[config.mk]
export PLATFORM = sky130hd
export DESIGN_NAME = onehot_pin_decoder
export DESIGN_NICKNAME = d
export VERILOG_FILES = /design/src/rtl/onehot_pin_decoder.sv
export SDC_FILE = /design/constraint.sdc
export NUM_CORES = 1
export LEC_CHECK = 0
export BUFFER_PORTS_ARGS = -buffer_cell sky130_fd_sc_hd__buf_2
export CAP_MARGIN = 20
export CORE_AREA = 8 8 138 140
export CTS_CLUSTER_DIAMETER = 40
export DETAILED_ROUTE_END_ITERATION = 8
export DIE_AREA = 0 0 146 148
export PLACE_DENSITY = 0.42
export SETUP_SLACK_MARGIN = 0.5
export SYNTH_ARGS = -nofsm -noshare
export SYNTH_HDL_FRONTEND = slang
export SYNTH_SLANG_ARGS = --single-unit
[constraint.sdc]
create_clock -name CLK -period 3.27 [get_ports CLK]
set_clock_uncertainty 0.15 [all_clocks]
set_input_delay 0.4905 -clock CLK [delete_from_list [all_inputs] [get_ports CLK]]
set_output_delay 0.4905 -clock CLK [all_outputs]
set_load 0.01 [all_outputs]
[src/rtl/onehot_pin_decoder.sv]
// PMOD input decoder: synchronises and debounces a pin bus, then reports a single pressed pin
// as an index with a one-cycle VALID strobe. Define PRIORITY_EN to resolve multi-hot values to the lowest pin.
module onehot_pin_decoder #(
    parameter int unsigned WIDTH         = 24,
    parameter int unsigned IDX_BITS      = 5,
    parameter int unsigned DEBOUNCE_LOG2 = 16
) (
    input  logic                CLK,
    input  logic                RST,
    input  logic [WIDTH-1:0]    PINS_IN,
    output logic [IDX_BITS-1:0] IDX,
    output logic                VALID,
    output logic                HELD,
    output logic                ERR,
    output logic [7:0]          EVENT_CNT
);

    localparam logic [DEBOUNCE_LOG2-1:0] CNT_MAX = '1;

    typedef enum logic [1:0] {
        IDLE   = 2'd0,
        ACTIVE = 2'd1,
        FAULT  = 2'd2
    } state_t;

    logic [WIDTH-1:0]         s1;
    logic [WIDTH-1:0]         s2;
    logic [WIDTH-1:0]         cand;
    logic [WIDTH-1:0]         stable;
    logic [DEBOUNCE_LOG2-1:0] cnt;

    state_t                   state;
    state_t                   state_next;

    logic                     is_zero;
    logic                     is_one;
    logic [IDX_BITS-1:0]      low_idx;

    logic                     accept_c;
    logic [IDX_BITS-1:0]      idx_next;
    logic [7:0]               event_cnt_next;

    // Two-flop synchroniser followed by a saturating stability counter
    always_ff @(posedge CLK) begin
        if (RST) begin
            s1     <= '0;
            s2     <= '0;
            cand   <= '0;
            cnt    <= '0;
            stable <= '0;
        end else begin
            s1 <= PINS_IN;
            s2 <= s1;
            if (s2 != cand) begin
                cand <= s2;
                cnt  <= '0;
            end else if (cnt != CNT_MAX) begin
                cnt <= cnt + DEBOUNCE_LOG2'(1);
            end else begin
                stable <= cand;
            end
        end
    end

    // Classify the accepted value and locate its lowest set bit
    always_comb begin
        is_zero = (stable == '0);
        is_one  = !is_zero && ((stable & (stable - WIDTH'(1))) == '0);
        low_idx = '0;
        for (int i = int'(WIDTH) - 1; i >= 0; i--) begin
            if (stable[i]) begin
                low_idx = IDX_BITS'(i);
            end
        end
    end

    always_ff @(posedge CLK) begin
        if (RST) begin
            state <= IDLE;
        end else begin
            state <= state_next;
        end
    end

    always_comb begin
        state_next = state;
        case (state)
            IDLE: begin
                if (is_one) begin
                    state_next = ACTIVE;
                end else if (!is_zero) begin
`ifdef PRIORITY_EN
                    state_next = ACTIVE;
`else
                    state_next = FAULT;
`endif
                end
            end
            ACTIVE: begin
                if (is_zero) begin
                    state_next = IDLE;
                end
`ifndef PRIORITY_EN
                else if (!(is_one && (low_idx == IDX))) begin
                    state_next = FAULT;
                end
`endif
            end
            FAULT: begin
                if (is_zero) begin
                    state_next = IDLE;
                end
            end
            default: state_next = IDLE;
        endcase
    end

    // A press is accepted only when leaving IDLE; ACTIVE never re-captures the index
    always_comb begin
        accept_c       = (state == IDLE) && (state_next == ACTIVE);
        idx_next       = IDX;
        event_cnt_next = EVENT_CNT;
        if (accept_c) begin
            idx_next       = low_idx;
            event_cnt_next = EVENT_CNT + 8'd1;
        end
    end

    always_ff @(posedge CLK) begin
        if (RST) begin
            IDX       <= '0;
            VALID     <= 1'b0;
            HELD      <= 1'b0;
            ERR       <= 1'b0;
            EVENT_CNT <= '0;
        end else begin
            IDX       <= idx_next;
            VALID     <= accept_c;
            HELD      <= (state_next == ACTIVE);
`ifdef PRIORITY_EN
            ERR       <= 1'b0;
`else
            ERR       <= (state_next == FAULT);
`endif
            EVENT_CNT <= event_cnt_next;
        end
    end

endmodule

# Yosys cells after proc, flatten, opt, wreduce, memory -nomap -nowiden
# Index checks and enable logic that the tools add are counted.
[classes]
n_mux = 30
addsub = 3
n_eq_ne = 7
reduce_logical = 9
bitwise_logic = 3
[op_table]
columns = ["cell", "count"]
rows = [
  ["two-way mux 5 bit", 24],
  ["logical NOT 24 bit", 2],
  ["bitwise AND 24 bit", 1],
  ["!= test 24 bit", 1],
  ["subtractor 24 x 1 -> 24 bit (second input constant)", 1],
  ["adder 16 x 1 -> 16 bit (second input constant)", 1],
  ["!= test 16 bit (second input constant)", 1],
  ["two-way mux 2 bit", 5],
  ["adder 8 x 1 -> 8 bit (second input constant)", 1],
  ["one-hot mux 2 bit (3 select lines)", 1],
  ["equality test 5 bit", 1],
  ["equality test 2 x 1 -> 1 bit (second input constant)", 2],
  ["equality test 2 bit (second input constant)", 2],
  ["logical AND 1 bit", 3],
  ["logical NOT 2 bit", 1],
  ["inverter 1 bit", 2],
  ["AND reduction 2 bit", 1],
  ["OR reduction 2 bit", 1],
  ["logical NOT 1 bit", 1],
]
[totals]
input_bits = 26
output_inout_bits = 16
word_cells = 63
ff_bits = 130

# Depth between registers and ports, before layout
[logic_depth]
word_depth = 31
depth_mapped = 10
mapped_depth_nobuf = 8

# Least setup slack after synthesis
# Ideal clock, no wire load.
[synth_timing]
path_type = "register to register"
startpoint = "register stable[4]"
endpoint = "register EVENT_CNT[3]"
path_buffers = 2
setup_ns = 0.123
slack_ns = 0.379
required_ns = 2.997
synth_period_minus_slack_ns = 2.891
t_arrival_ns = 2.618
path_stages_with_launch = 10
cell_sequence = "dfxtp_1 buf_2 nor4_4 nand2_2 or4_4 a2111oi_4 nand2_2 buf_2 nor3_1 mux2_1"
[synth_between]
elab_chain_len = 12
word_cells_on_any_way = 21
cone_classes = "1 x add/sub; 2 x eq/ne; 11 x mux; 1 x bitwise; 6 x reduce/logical"
[synth_lines]
columns = ["element", "line_no", "rtl"]
rows = [
  ["start: declaration", "29", "logic [WIDTH-1:0] stable;"],
  ["start signal: assignment", "60", "stable <= cand;"],
  ["parallel branches: the longest is 9 deep, another holds subtractor 24 x 1 -> 24 bit", "--", ""],
  ["one-hot mux 2 bit (3 select lines) (*)", "87", "case (state)"],
  ["equality test 2 x 1 -> 1 bit (*)", "120", "accept_c = (state == IDLE) && (state_next == ACTIVE);"],
  ["logical AND 1 bit (*)", "120", ""],
  ["end signal: assignment", "145", "EVENT_CNT <= event_cnt_next;"],
  ["end: declaration", "15", "output logic [7:0] EVENT_CNT"],
]
# Mark *: on every way between the ends.
# A chain may end at the register's enable or synchronous reset.

# Worst setup path after layout
[layout_timing]
startpoint = "register stable[6]"
endpoint = "register EVENT_CNT[7]"
[layout_between]
elab_chain_len = 14
word_cells_on_any_way = 23
cone_classes = "1 x add/sub; 2 x eq/ne; 13 x mux; 1 x bitwise; 6 x reduce/logical"
[layout_lines]
columns = ["element", "line_no"]
rows = [
  ["parallel branches: the longest is 11 deep, another holds subtractor 24 x 1 -> 24 bit", "--"],
  ["one-hot mux 2 bit (3 select lines) (*)", "87"],
  ["equality test 2 x 1 -> 1 bit (*)", "120"],
  ["logical AND 1 bit (*)", "120"],
]
# Marked as above.

==> impl_metrics.json <==
{
  "drive_gt1_share_pct": 18.77,
  "synth_common_cells": "dfxtp_1, nor2b_1, nor2_1",
  "grt_pass1_wl_um": 18240,
  "antenna_left": 0,
  "yosys.area.top_type": "dfxtp_1",
  "powerDensity_mw_per_mm2": 575.4,
  "cts.reportedPaths.clkPinSlew_ps": 50,
  "cts_buffer_depth": 2,
  "cts_tree": "built",
  "worst_pin_slew_ps": 771.7,
  "grt_max_degree": 54,
  "post-route-drc-count": 0,
  "slew_headroom_pct": 48.40,
  "clock-root-buffer": "clkbuf_16",
  "viasPerCell": 4.493,
  "initial_utilization_pct": 30.34,
  "gp_congestion": 0.7925,
  "drv_cap": 0,
  "fin_tns_setup_ps": 0,
  "wl_met3_um": 357,
  "hp-class": "in -> reg",
  "required_ps": 3460,
  "yosysWarnings": 0,
  "critPathKind": "reg -> reg",
  "rows": 48,
  "cp-end-kind": "register",
  "port_buffers": 41,
  "clock_latency_ps": 410,
  "ys_async_sr_fraction_pct": 0,
  "fin_hold_ws_ps": 138.1,
  "finalHoldViolCount": 0,
  "synth_cells": 531,
  "synth_fp_nets": 559,
  "dr_wl_met2_um": 4760,
  "nets": 618,
  "synth_top_area_share_pct": 50.65,
  "cts_hold_buf": 0,
  "routed_wl_um": 10910,
  "syn-mean-instance-area_um2": 9.677,
  "overflow": 0,
  "coreArea_mm2": 0.01694,
  "rsz0062_at_grt": "false",
  "finalCritPeriodShare_pct": 79.89,
  "chipWidth_um": 146,
  "ys_ff_latch": 130,
  "grt_pass1_vias": 3532,
  "wl_met1_um": 5572,
  "cts.sinks": 130,
  "place_worst_setup_slack_ps": 343.2,
  "place_area_mm2": 0.005610,
  "p_leak_nw": 2.448,
  "cts_buffers": 17,
  "synth_ff_type": "dfxtp_1",
  "drtPass1Iterations": 4,
  "antenna_found_initial": 0,
  "ys_seq_area_share_pct": 50.65,
  "h-tree-depth": 4,
  "final_area_mm2": 0.006392,
  "wl_per_cell_um": 13.19,
  "status": "finished clean",
  "fin_ws_ps": 657.5,
  "arrival_ps": 2800,
  "totalPowerFinal_w": 0.003678,
  "dieArea_mm2": 0.02161,
  "io_pins": 42,
  "drt_iter0_drc": 149,
  "grt.total_usage_pct": 10.53,
  "ys_types": 49,
  "fin_crit_ps": 2612,
  "syn_to_final_growth_pct": 24.40,
  "vias": 3716,
  "n_antenna_cell": 0,
  "yosysMostFrequentCell": "dfxtp_1",
  "synth_edf_count": 0,
  "fmax_mhz": 382.8,
  "finalSetupViolations": 0,
  "top_layer": "met4",
  "synth_area_mm2": 0.005139,
  "ir_worst_vdd_mv": 0.4368,
  "crit_path_start_kind": "register",
  "die_y_um": 148,
  "synth_area_leaders": "dfxtp_1, nor2b_1, mux2i_1, nor2_1, xnor2_1",
  "report.final.slew_viol_count": 0,
  "cp_max_fo": 5,
  "dp_hpwl_um": 7605
}
-- worst paths after layout --
path	start	endpoint	slack [ps]	depth (start not counted)
max reg2reg	stable[6]$_SDFFE_PP0P_	EVENT_CNT[7]$_SDFFE_PP0P_	660	8
min	PINS_IN[15]	s1[15]$_SDFF_PP0_	140	2
max	stable[6]$_SDFFE_PP0P_	EVENT_CNT[7]$_SDFFE_PP0P_	660	8
min reg2reg	s1[17]$_SDFF_PP0_	s2[17]$_SDFF_PP0_	280	1
-- metrics by stage --
stage          std cells  util (%)
6_report             827     37.74
5_1_grt              827     37.74
4_1_cts              815     36.94
3_5_place_dp         782     33.13
3_3_place_gp         782     33.13
2_1_floorplan        531         -
-- cell type report --
class	instances	area, µm²
fillers	1731	10540
well taps	225	281.5
inverters	12	45.04
multi-input cells	368	2475
repair buffers	61	361.6
clock inverters	9	156.4
clock buffers	22	454.2
flip-flops and latches	130	2619
-- routing by layer --
layer | global-route usage (%) | vias to the layer above
met2 | 15.26 | 64
met5 | 0 | -
met3 | 2.874 | 12
met4 | 5.049 | 0
li1 | - | 1949
met1 | 14.19 | 1691
-- power breakdown --
| group | switching [W] | internal, W |
|---|---|---|
| Clock | 0.000661 | 0.00129 |
| Sequential | 0.0000179 | 0.00162 |
| Combinational | 0.0000436 | 0.0000459 |
-- placed cells by master (no fill, tap or decap), types with 15 or more instances in the layout --
cell and n:
nand2_1 20, mux2i_1 31, clkbuf_16 17, a21oi_1 21
buf_4 20, xnor2_1 24, nor2_1 69, nor2b_1 73
buf_2 40, dfxtp_1 123, nand4_1 15
-- what timing repair did --
action | CTS | global route
buffers inserted | 2 | 12
setup endpoints to repair | 6 | 45
pin swaps | 4 | 14
resized for setup | 4 | 15
-- logic make-up (layout without fill, tap and decap cells) --
group / count (synthesis) / after routing / synth area share (%)
adder cells (fa/ha/maj): 2 / 2 / 0.4869
buffers and inverters: 33 / 104 / 2.532
XOR/XNOR: 38 / 38 / 6.477
multiplexers: 32 / 32 / 6.258
flip-flops: 130 / 130 / 50.65
AO/OA/AOI/OAI: 64 / 64 / 8.547
AND/OR/NAND/NOR: 232 / 232 / 25.05
-- critical path: stages, from the launching register on --
cell and delay [ps]:
dfxtp_4 360, nor4_4 300, buf_4 160, nand2_2 60, or4_4 430, a2111oi_4 410, nand2_2 130, or4_1 410
a21oi_1 120
-- state kept, by name, summed over array words and instances (netlist names), 2 cells and up --
name / flops
s1: 24
EVENT_CNT: 8
IDX: 5
stable: 24
cand: 24
cnt: 16
state: 2
s2: 24
No activity file was read; power rests on OpenSTA's default activity.
